`config.mk`:
```
export PLATFORM = sky130hd
export DESIGN_NAME = regfile_wb_arbiter
export DESIGN_NICKNAME = d
export VERILOG_FILES = /design/src/rtl/regfile_wb_arbiter.sv
export SDC_FILE = /design/constraint.sdc
export NUM_CORES = 1
export LEC_CHECK = 0
export CAP_MARGIN = 20
export CORE_MARGIN = 3
export CORE_UTILIZATION = 39
export DETAILED_ROUTE_END_ITERATION = 8
export GPL_ROUTABILITY_DRIVEN = 0
export GPL_TIMING_DRIVEN = 0
export PLACE_DENSITY = 0.9
export REMOVE_ABC_BUFFERS = 1
export SLEW_MARGIN = 20
export SYNTH_ARGS = -nofsm -noshare
export SYNTH_HDL_FRONTEND = slang
export SYNTH_SLANG_ARGS = --single-unit
```
`constraint.sdc`:
```
create_clock -name CLK -period 1.2 [get_ports CLK]
set_clock_uncertainty 0.15 [all_clocks]
set_input_delay 0.24 -clock CLK [delete_from_list [all_inputs] [get_ports CLK]]
set_output_delay 0.24 -clock CLK [all_outputs]
set_load 0.05 [all_outputs]
```
`src/rtl/regfile_wb_arbiter.sv`:
```
// Write-port arbiter for the register file: primary WB stage vs long-latency return path.
// Define RF_ARB_STARVE_EN to bound secondary starvation with a wait counter and forced grant.
module regfile_wb_arbiter #(
  parameter int unsigned REG_WIDTH          = 32,
  parameter int unsigned ADDRESS_PORT_WIDTH = 5,
  parameter int unsigned MAX_WAIT           = 4
) (
  input  logic                          CLK,
  input  logic                          ResetN,
  input  logic                          PrimValid,
  output logic                          PrimReady,
  input  logic [ADDRESS_PORT_WIDTH-1:0] PrimAddr,
  input  logic [REG_WIDTH-1:0]          PrimData,
  input  logic                          SecValid,
  output logic                          SecReady,
  input  logic [ADDRESS_PORT_WIDTH-1:0] SecAddr,
  input  logic [REG_WIDTH-1:0]          SecData,
  output logic                          RegWrite,
  output logic [ADDRESS_PORT_WIDTH-1:0] WriteAddress,
  output logic [REG_WIDTH-1:0]          WriteData,
  output logic                          WbSrc
);

  logic override;
  logic prim_grant;
  logic sec_grant;

  logic                          reg_write_q, reg_write_d;
  logic [ADDRESS_PORT_WIDTH-1:0] write_addr_q, write_addr_d;
  logic [REG_WIDTH-1:0]          write_data_q, write_data_d;
  logic                          wb_src_q, wb_src_d;

  // Readies depend only on the valids and the wait counter, never on a downstream stall.
  assign PrimReady  = ~override;
  assign SecReady   = override | ~PrimValid;
  assign prim_grant = PrimValid & PrimReady;
  assign sec_grant  = SecValid & SecReady;

`ifdef RF_ARB_STARVE_EN
  localparam int unsigned CntW = $clog2(MAX_WAIT + 1);
  localparam logic [CntW-1:0] CntMax = CntW'(MAX_WAIT);

  logic [CntW-1:0] wait_cnt_q, wait_cnt_d;

  assign override = SecValid & (wait_cnt_q == CntMax);

  always_comb begin
    wait_cnt_d = wait_cnt_q;
    if (!SecValid || sec_grant) begin
      wait_cnt_d = '0;
    end else if (wait_cnt_q != CntMax) begin
      wait_cnt_d = wait_cnt_q + 1'b1;
    end
  end

  always_ff @(posedge CLK or negedge ResetN) begin
    if (!ResetN) begin
      wait_cnt_q <= '0;
    end else begin
      wait_cnt_q <= wait_cnt_d;
    end
  end
`else
  // Strict primary priority: the secondary may starve.
  assign override = 1'b0;

  logic unused_max_wait;
  assign unused_max_wait = ^MAX_WAIT;
`endif

  // Address and data hold their last value when nothing is granted.
  always_comb begin
    reg_write_d  = 1'b0;
    write_addr_d = write_addr_q;
    write_data_d = write_data_q;
    wb_src_d     = wb_src_q;
    if (prim_grant) begin
      reg_write_d  = (PrimAddr != '0);
      write_addr_d = PrimAddr;
      write_data_d = PrimData;
      wb_src_d     = 1'b0;
    end else if (sec_grant) begin
      reg_write_d  = (SecAddr != '0);
      write_addr_d = SecAddr;
      write_data_d = SecData;
      wb_src_d     = 1'b1;
    end
  end

  always_ff @(posedge CLK or negedge ResetN) begin
    if (!ResetN) begin
      reg_write_q  <= 1'b0;
      write_addr_q <= '0;
      write_data_q <= '0;
      wb_src_q     <= 1'b0;
    end else begin
      reg_write_q  <= reg_write_d;
      write_addr_q <= write_addr_d;
      write_data_q <= write_data_d;
      wb_src_q     <= wb_src_d;
    end
  end

  assign RegWrite     = reg_write_q;
  assign WriteAddress = write_addr_q;
  assign WriteData    = write_data_q;
  assign WbSrc        = wb_src_q;

endmodule

```
* Word-level counts from Yosys, hierarchy flattened *
Cells that the tools add are included.

word-level totals
  register bits = 39
  input port bits = 78

cells by class
  mux-type cells = 8
  bitwise gates (word level) = 2
  reductions and logical operators = 3

operator list
  operator           number
  $mux 32            2
  $mux 5             2
  $reduce_bool 5->1  2
  $mux 1             4
  $reduce_bool 2->1  1
  $and 1x1->1        1
  $not 1->1          1

* Logic depth before layout (Yosys ltp) *
Gate-level depths: netlist (run 1).

  word-level depth = 4
  mapped depth = 5

* Least setup slack after synthesis (run 1) *
OpenSTA, ideal clock, no wires.

  path type = in2out
  start point = input PrimValid
  end point = output SecReady
  arrival time = 892 ps
  slack = -82 ps
  stages = 3
  cells stage by stage = buf_2 clkbuf_1 inv_1

between the ends
  cells in the longest elaborated chain, start to end = 1

RTL lines
  item         RTL line  RTL
  from (decl)  10        input logic PrimValid,
  $not 1->1    35        assign SecReady = override | ~PrimValid;
  to (decl)    15        output logic SecReady,

Every way passes these cells.

* Worst setup path in the final report (run 1) *
  start point = register write_addr_q[1], in the netlist WriteAddress[1]
  end point = output WriteAddress[1]

RTL lines
  item                    RTL line  RTL
  from (decl)             29        logic [ADDRESS_PORT_WIDTH-1:0] write_addr_q, write_addr_d;
  from (signal assigned)  98        write_addr_q <= write_addr_d;
  to (decl)               19        output logic [ADDRESS_PORT_WIDTH-1:0] WriteAddress,

No word-level cell between the ends.

==> results of run 1 <==
## placed cells by master (no fill, tap or decap), types with 3 or more instances in the layout
master,count
dlygate4sd2_1,5
buf_6,39
dfrtp_1,39
clkdlybuf4s15_1,3
mux2i_1,37
nand2_1,37
buf_4,22
clkbuf_8,7
clkdlybuf4s50_1,66
o21ai_1,40
## area by class of cell
class / count / area share
flip-flops and latches: 39 / 0.292
repair buffers: 142 / 0.437
clock buffers: 8 / 0.0299
multi-input cells: 119 / 0.221
inverters: 1 / 0.00112
well taps: 52 / 0.0194
## registers in the layout, summed over array words and instances, names as in the netlist
| register | count |
|---|---|
| WriteData | 32 |
| WriteAddress | 5 |
| RegWrite | 1 |
| WbSrc | 1 |
## worst max path at each step
stage	start	to	slack [ns]	cells after the start
detailed placement	PrimValid	SecReady	-0.80	3
global placement	PrimValid	SecReady	-2.48	3
CTS	PrimValid	SecReady	-0.10	3
global route	WriteData[16]$_DFFE_PN0P_	WriteData[16]	-0.08	1
floorplan	SecAddr[2]	RegWrite$_DFF_PN0_	0.006	3
finish	WriteAddress[1]$_DFFE_PN0P_	WriteAddress[1]	-0.04	1
## power by group
part / switching, mW / total [mW] / internal [mW]
logic: 0.757 / 1.42 / 0.659
clock network: 0.418 / 0.942 / 0.524
registers: 0.0920 / 1.53 / 1.43
total: 1.27 / 3.89 / 2.62
## worst register-to-register path: cells and delay by family (launching register included)
kind            cells  cell delay [ns]
buf+inv             2             0.26
compound gates      1             0.09
mux                 1             0.15
flops               1             0.40
## stage by stage
stage	utilization	TNS, ns
6_report	0.758	-0.852
5_1_grt	0.758	-2.30
4_1_cts	0.733	-1.24
3_5_place_dp	0.677	-24.40
3_3_place_gp	0.669	-135.89
2_1_floorplan	-	0
## per-layer routing
layer / wire length (um) / share of wire / vias to the layer above / global-route usage
met1: 2180 / 0.37 / 831 / 0.230
li1: - / - / 858 / -
met5: 0 / 0 / - / 0
met2: 3080 / 0.52 / 86 / 0.357
met4: 74 / 0.013 / 0 / 0.0423
met3: 556 / 0.094 / 8 / 0.0554
## logic make-up after synthesis
group | count (synthesis) | share of synthesized area
simple gates | 41 | 0.0893
compound gates | 40 | 0.111
flops | 39 | 0.540
mux | 37 | 0.205
buf+inv | 16 | 0.0533
other cells | 1 | 0.00207
## repair_timing
item | in CTS | in global routing
endpoints found under the hold margin | 20 | 0
buffers inserted | 10 | 11
pin swaps | 4 | 3
endpoints found under the setup margin | 61 | 49
gates resized for setup | 290 | 6
hold buffers | 1 | 0
gates cloned | 0 | 1
==> results.cfg, run 1 <==
[clock_network]
clkSlewWorstSetupHoldPaths_ns = 0.08
cts_tree = yes
cts_buffers = 5
insertion_delay_ns = 0.28
htreeDepth = 2
clock_sinks = 39
cts.path.max_buffers = 2
root_buffer = clkbuf_8

[hold_path]
holdPathEnd = WbSrc$_DFFE_PN0P_
min_path_cells = 2
worstHoldStart = PrimValid
hold_class = in2reg

[global_routing]
gr-total-overflow = 0
antenna_found_initial = 0
grt_pass1_wl_mm = 8.22
grt_max_degree = 79
grt.total_usage = 0.196
grt_pass1_vias = 1705

[die]
die-area_sq_um = 5490
coreArea_sq_um = 4410
start_util = 0.410
die_w_um = 74.1
die_h_um = 74.1
io_pins = 119
row_count = 24

[run_status]
status = finished, violations left
violations = setup timing

[finish]
drive_gt1_frac = 0.243
antenna_cells = 0
nNetsFinal = 386
ff_latch_area_sq_um = 976
final_area_sq_um = 3350
finish.cell_count_without_fillers = 361
syn_to_final_growth_pct = 85.1
nFillCells = 301
multi_input_area_sq_um = 739

[critical_path]
worstReg2RegStart = WriteData[14]$_DFFE_PN0P_
cp-end-kind = primary output
cp_num_buf_inv = 1
cp.required_ns = 0.81
max_stage_delay_ns = 0.41
cp-start-kind = flip-flop
slowest_stage = dfrtp_1
crit_path_max_fanout = 2
arrival_ns = 0.85
rrSetupSlack_ns = 0.04
cp_cell_sequence = buf_6
crit_family = flip-flops
rr_worst_depth = 4
crit_type = reg2out
worstReg2RegEnd = WriteData[14]$_DFFE_PN0P_

[place]
dpl_worst_slack_ns = -0.802
placed_cells = 330
placed_area_sq_um = 2990
dpl.hpwl_mm = 3.92
portBuffers = 117

[synthesis]
synth_ff_type = dfrtp_1
syn_area_sq_um = 1810
netlist_top_cells_count = o21ai_1, dfrtp_1, mux2i_1, nand2_1
synth_top_area_frac = 0.540
yosysUniqueCellTypes = 13
syn_area_per_cell_sq_um = 10.4
synth.ff_latch_count = 39
synth_edf_count = 0
synth_area_leader_cell = dfrtp_1
yosysMostFrequentCell = o21ai_1
async_flop_share = 1.00
ys_seq_area_frac = 0.540
yosysWarningCount = 0
synth_area_leaders = dfrtp_1, mux2i_1, o21ai_1
synth_cells = 174

[timing]
holdWs_ns = 0.119
hold_violations = 0
worst_slack_ns = -0.0422
layout_min_cycle_time_ns = 1.24
drv_slew = 0
final.period_utilization = 1.04
setup_violations = 39
max_freq_mhz = 805
rsz0062_at_grt = true

[job]
maxCapViolCount = 0

[power_and_ir_drop]
vdd_ir_drop_max_mv = 0.861
powerDensity_nw_per_um2 = 1160
total_power_mw = 3.89
leakagePower_nw = 1.59

[drt]
firstDrtPassIters = 4
routedWlPerCell_um = 16.3
route.detailed.drc = 0
avgViaCountPerCell = 4.94
antenna_left = 0
num_vias = 1783
drtIter0Drc = 101
totalWireLength_mm = 5.90
(Power assumes the default switching activity.)
==> run 2: changes to the inputs <==
CORE_UTILIZATION = 36   (was 39)
PLACE_DENSITY = 0.84   (was 0.9)
clock period = 1.3 ns   (was 1.2 ns; I/O delays follow)
==> run 2 against run 1 <==
Critical path type unchanged; non-clock buffer count down 21; the run now ends clean; combinational power down 18%; register-to-register slack better by 0.35 ns; clock power down 7.7%; sequential share of layout area up 2.1 points; global-route usage down 2.5 points.
==> results.cfg, run 2 (synthesis results as in run 1) <==
[timing]
max_freq_mhz = 787
rsz0062_at_grt = false
layout_min_cycle_time_ns = 1.27
hold_violations = 0
setup_tns_ns = 0
setup_violations = 0
drv_slew = 0
final.period_utilization = 0.978

[critical_path]
crit_family = flip-flops
arrival_ns = 0.86
max_stage_delay_ns = 0.39
cp.required_ns = 0.89
slowest_stage = dfrtp_1
crit_path_max_fanout = 2
worstReg2RegEnd = WriteData[7]$_DFFE_PN0P_
crit_type = reg2out
cp_num_buf_inv = 1
cp-end-kind = primary output
worstReg2RegStart = WriteData[7]$_DFFE_PN0P_
rr_worst_depth = 2
cp_cell_sequence = buf_4
cp-start-kind = flip-flop
rrSetupSlack_ns = 0.39

[clock_network]
clock_sinks = 39
cts.path.max_buffers = 2
clkSlewWorstSetupHoldPaths_ns = 0.07
htreeDepth = 2
cts_buffers = 5
root_buffer = clkbuf_8
insertion_delay_ns = 0.27
cts_tree = yes

[hold_path]
min_path_cells = 3
worstHoldStart = PrimAddr[3]
hold_class = in2reg
holdPathEnd = WriteAddress[3]$_DFFE_PN0P_

[finish]
nFillCells = 409
syn_to_final_growth_pct = 72.6
mostFrequentLayoutCells = clkdlybuf4s50_1, dfrtp_1, o21ai_1, mux2i_1, nand2_1
final_area_sq_um = 3120
drive_gt1_frac = 0.191
largest_reg_flops = 32
nNetsFinal = 365
antenna_cells = 0
final_common_cell = clkdlybuf4s50_1
finish.cell_count_without_fillers = 355

[global_routing]
antenna_found_initial = 0
grt_max_degree = 79
gr-total-overflow = 0
grt_pass1_wl_mm = 8.11
grt.total_usage = 0.171
grt_pass1_vias = 1663

[power_and_ir_drop]
powerDensity_nw_per_um2 = 1100
vdd_ir_drop_max_mv = 0.556
leakagePower_nw = 1.47

[die]
coreArea_sq_um = 4790
io_pins = 119
start_util = 0.378
die-area_sq_um = 5910
die_h_um = 76.9
row_count = 25
die_w_um = 76.9

[drt]
num_vias = 1671
routedWlPerCell_um = 14.7
antenna_left = 0
totalWireLength_mm = 5.21
route.detailed.drc = 0
firstDrtPassIters = 4
avgViaCountPerCell = 4.71
drtIter0Drc = 53

[place]
placed_area_sq_um = 3000
portBuffers = 117
dpl.hpwl_mm = 3.64
placed_cells = 345

[run_status]
status = complete, no violations

[job]
maxCapViolCount = 0
-- run 2: how the worst max path moves through the flow --
| stage | startpoint | to | cells past startpoint |
|---|---|---|---|
| after detailed placement | PrimValid | SecReady | 3 |
| after global routing | WriteData[28]$_DFFE_PN0P_ | WriteData[28] | 1 |
| after CTS | PrimValid | SecReady | 3 |
| after global placement | PrimValid | SecReady | 3 |
| final | WriteAddress[4]$_DFFE_PN0P_ | WriteAddress[4] | 1 |
| after floorplan | SecAddr[2] | RegWrite$_DFF_PN0_ | 3 |
-- run 2: tightest hold or removal path: cells and delay by family --
| family | cells | cell delay (ns) |
|---|---|---|
| buf+inv | 1 | 0.11 |
| compound gates | 1 | 0.06 |
| simple gates | 1 | 0.06 |
-- run 2: per-layer routing --
layer	routed length, um	global-route usage	up-vias
met5	0	0	-
met1	2050	0.212	778
li1	-	-	819
met3	458	0.0516	2
met2	2680	0.295	72
met4	19	0.0326	0
-- run 2: metrics by stage --
step,util,power (mW),setup WS [ns],hold slack [ns]
after detailed placement,0.626,2.57,-0.745,0.000311
after global routing,0.652,3.58,0.0000284,0.110
after CTS,0.631,3.41,-0.0281,0.179
after floorplan,-,1.97,0.0865,-0.186
after global placement,0.621,2.56,-2.38,0.324
final,0.652,3.42,0.0292,0.104
-- run 2: where the power goes --
group / total (mW) / internal [mW] / switching (mW) / leakage, nW
Sequential: 1.39 / 1.32 / 0.0673 / 0.470
Combinational: 1.16 / 0.496 / 0.665 / 0.947
Clock: 0.869 / 0.484 / 0.385 / 0.0515
Total: 3.42 / 2.30 / 1.12 / 1.47
-- run 2: layout make-up --
cell class,instances,area (sq um),share of cell area
inverters,1,3.75,0.00120
well taps,67,83.8,0.0269
multi-input cells,119,743,0.238
repair buffers,121,1210,0.389
clock buffers,8,100,0.0321
flip-flops and latches,39,976,0.313
-- run 2: repair_timing --
action | in CTS | in global routing
gates cloned | 0 | 1
buffers inserted | 0 | 0
resized for setup | 246 | 24
setup endpoints to repair | 50 | 21
endpoints found under the hold margin | 39 | 0
pin swaps | 4 | 2
hold buffers | 1 | 0
==> run 3: changes to the inputs <==
CORE_MARGIN = 5   (was 3)
==> run 3 against run 2 <==
Register-to-register slack worse by 0.08 ns; via count up 0.60%; total power up 1.6%; die area up 11%; maximum frequency down 0.30%; combinational power about the same; critical endpoint is now RegWrite$_DFF_PN0_.
==> results.cfg, run 3 (synthesis results as in run 1) <==
[run_status]
status = complete, no violations

[critical_path]
cp-end-kind = flip-flop
cp-start-kind = input pin
arrival_ns = 1.30
cp.required_ns = 1.32
rr_worst_depth = 3
crit_path_max_fanout = 2
crit_type = in2reg

[timing]
holdWs_ns = 0.127
final.period_utilization = 0.980
rsz0062_at_grt = true
max_freq_mhz = 785
drv_slew = 0
setup_violations = 0
layout_min_cycle_time_ns = 1.27
hold_violations = 0
worst_slack_ns = 0.0254

[clock_network]
insertion_delay_ns = 0.28
root_buffer = clkbuf_8
cts_buffers = 5
clkSlewWorstSetupHoldPaths_ns = 0.08
htreeDepth = 2
clock_sinks = 39
cts_tree = yes
cts.path.max_buffers = 2

[die]
die-area_sq_um = 6540
start_util = 0.378
die_h_um = 80.9
coreArea_sq_um = 4790
row_count = 25
io_pins = 119
die_w_um = 80.9

[global_routing]
grtUsageMet2 = 0.280
gr-usage-met3 = 0.0565
antenna_found_initial = 0
grt_pass1_vias = 1672
top_usage_layer = met2
gr-total-overflow = 0
grt.total_usage = 0.161
grt_pass1_wl_mm = 8.08
met1_usage = 0.185
grt_max_degree = 79

[drt]
antenna_left = 0
avgViaCountPerCell = 4.71
drtIter0Drc = 58
firstDrtPassIters = 4
route.detailed.drc = 0
routedWlPerCell_um = 15.3
num_vias = 1681
totalWireLength_mm = 5.47

[power_and_ir_drop]
vdd_ir_drop_max_mv = 0.548
leakagePower_nw = 1.49
powerDensity_nw_per_um2 = 1090
total_power_mw = 3.48

[finish]
antenna_cells = 0
mostFrequentLayoutCells = clkdlybuf4s50_1, o21ai_1, dfrtp_1, mux2i_1, nand2_1
nNetsFinal = 367
fin_util = 0.664
nFillCells = 404
largest_reg_flops = 32
syn_to_final_growth_pct = 75.8
final_area_sq_um = 3180
final_common_cell = clkdlybuf4s50_1
drive_gt1_frac = 0.190

[place]
dpl.hpwl_mm = 3.99
dpl_worst_slack_ns = -0.760
portBuffers = 117
placed_area_sq_um = 3010

[hold_path]
min_path_cells = 2
hold_class = in2reg

[job]
maxCapViolCount = 0
==> run 3: per-layer routing <==
layer / routed length (um) / part of all wire / vias up
met5: 0 / 0 / -
met4: 104 / 0.019 / 0
met3: 480 / 0.088 / 11
met2: 2790 / 0.51 / 72
met1: 2090 / 0.38 / 778
li1: - / - / 820
==> run 3: final cells by class <==
class | instances | area, sq um | area share
Tap cell | 67 | 83.8 | 0.0264
Multi-Input combinational cell | 119 | 736 | 0.231
Timing Repair Buffer | 123 | 1280 | 0.402
Clock buffer | 8 | 100 | 0.0315
Inverter | 1 | 3.75 | 0.00118
Sequential cell | 39 | 976 | 0.307
==> run 3: timing repair <==
item                       CTS  global route
gates cloned                 0             1
gates resized for setup    247            32
hold buffers                 1             0
setup buffers                0             2
pin swaps                    4             2
hold endpoints to repair    18             0
setup endpoints to repair   59            31
==> run 3: worst max-delay path, stage by stage <==
cell and delay [ns]:
clkdlybuf4s50_1 0.42, or4_1 0.41, o21ai_1 0.14, o21ai_1 0.07
==> run 3: through the flow <==
step                      TNS (ns)  std cells
after detailed placement    -19.01        345
after CTS                  -0.0373        354
after global routing       -0.0239        357
after floorplan                  0        159
after global placement     -127.54        343
final                            0        357
==> run 3: worst paths after layout <==
| kind | from | to | slack (ns) |
|---|---|---|---|
| hold / removal | PrimValid | WriteData[21]$_DFFE_PN0P_ | 0.13 |
| max in group asynchronous | ResetN | WriteData[29]$_DFFE_PN0P_ | 0.21 |
| hold reg to reg | WriteData[3]$_DFFE_PN0P_ | WriteData[3]$_DFFE_PN0P_ | 0.40 |
| setup / recovery | PrimAddr[2] | RegWrite$_DFF_PN0_ | 0.03 |
| min in group asynchronous | ResetN | WriteAddress[2]$_DFFE_PN0P_ | 0.32 |
| setup reg to reg | WriteData[4]$_DFFE_PN0P_ | WriteData[4]$_DFFE_PN0P_ | 0.31 |
==> run 3: report_power, final <==
group	switching (mW)	internal [mW]	leakage, nW	total [mW]
Clock	0.405	0.484	0.0515	0.889
Sequential	0.0727	1.32	0.470	1.40
Combinational	0.668	0.524	0.969	1.19
Total	1.15	2.33	1.49	3.48
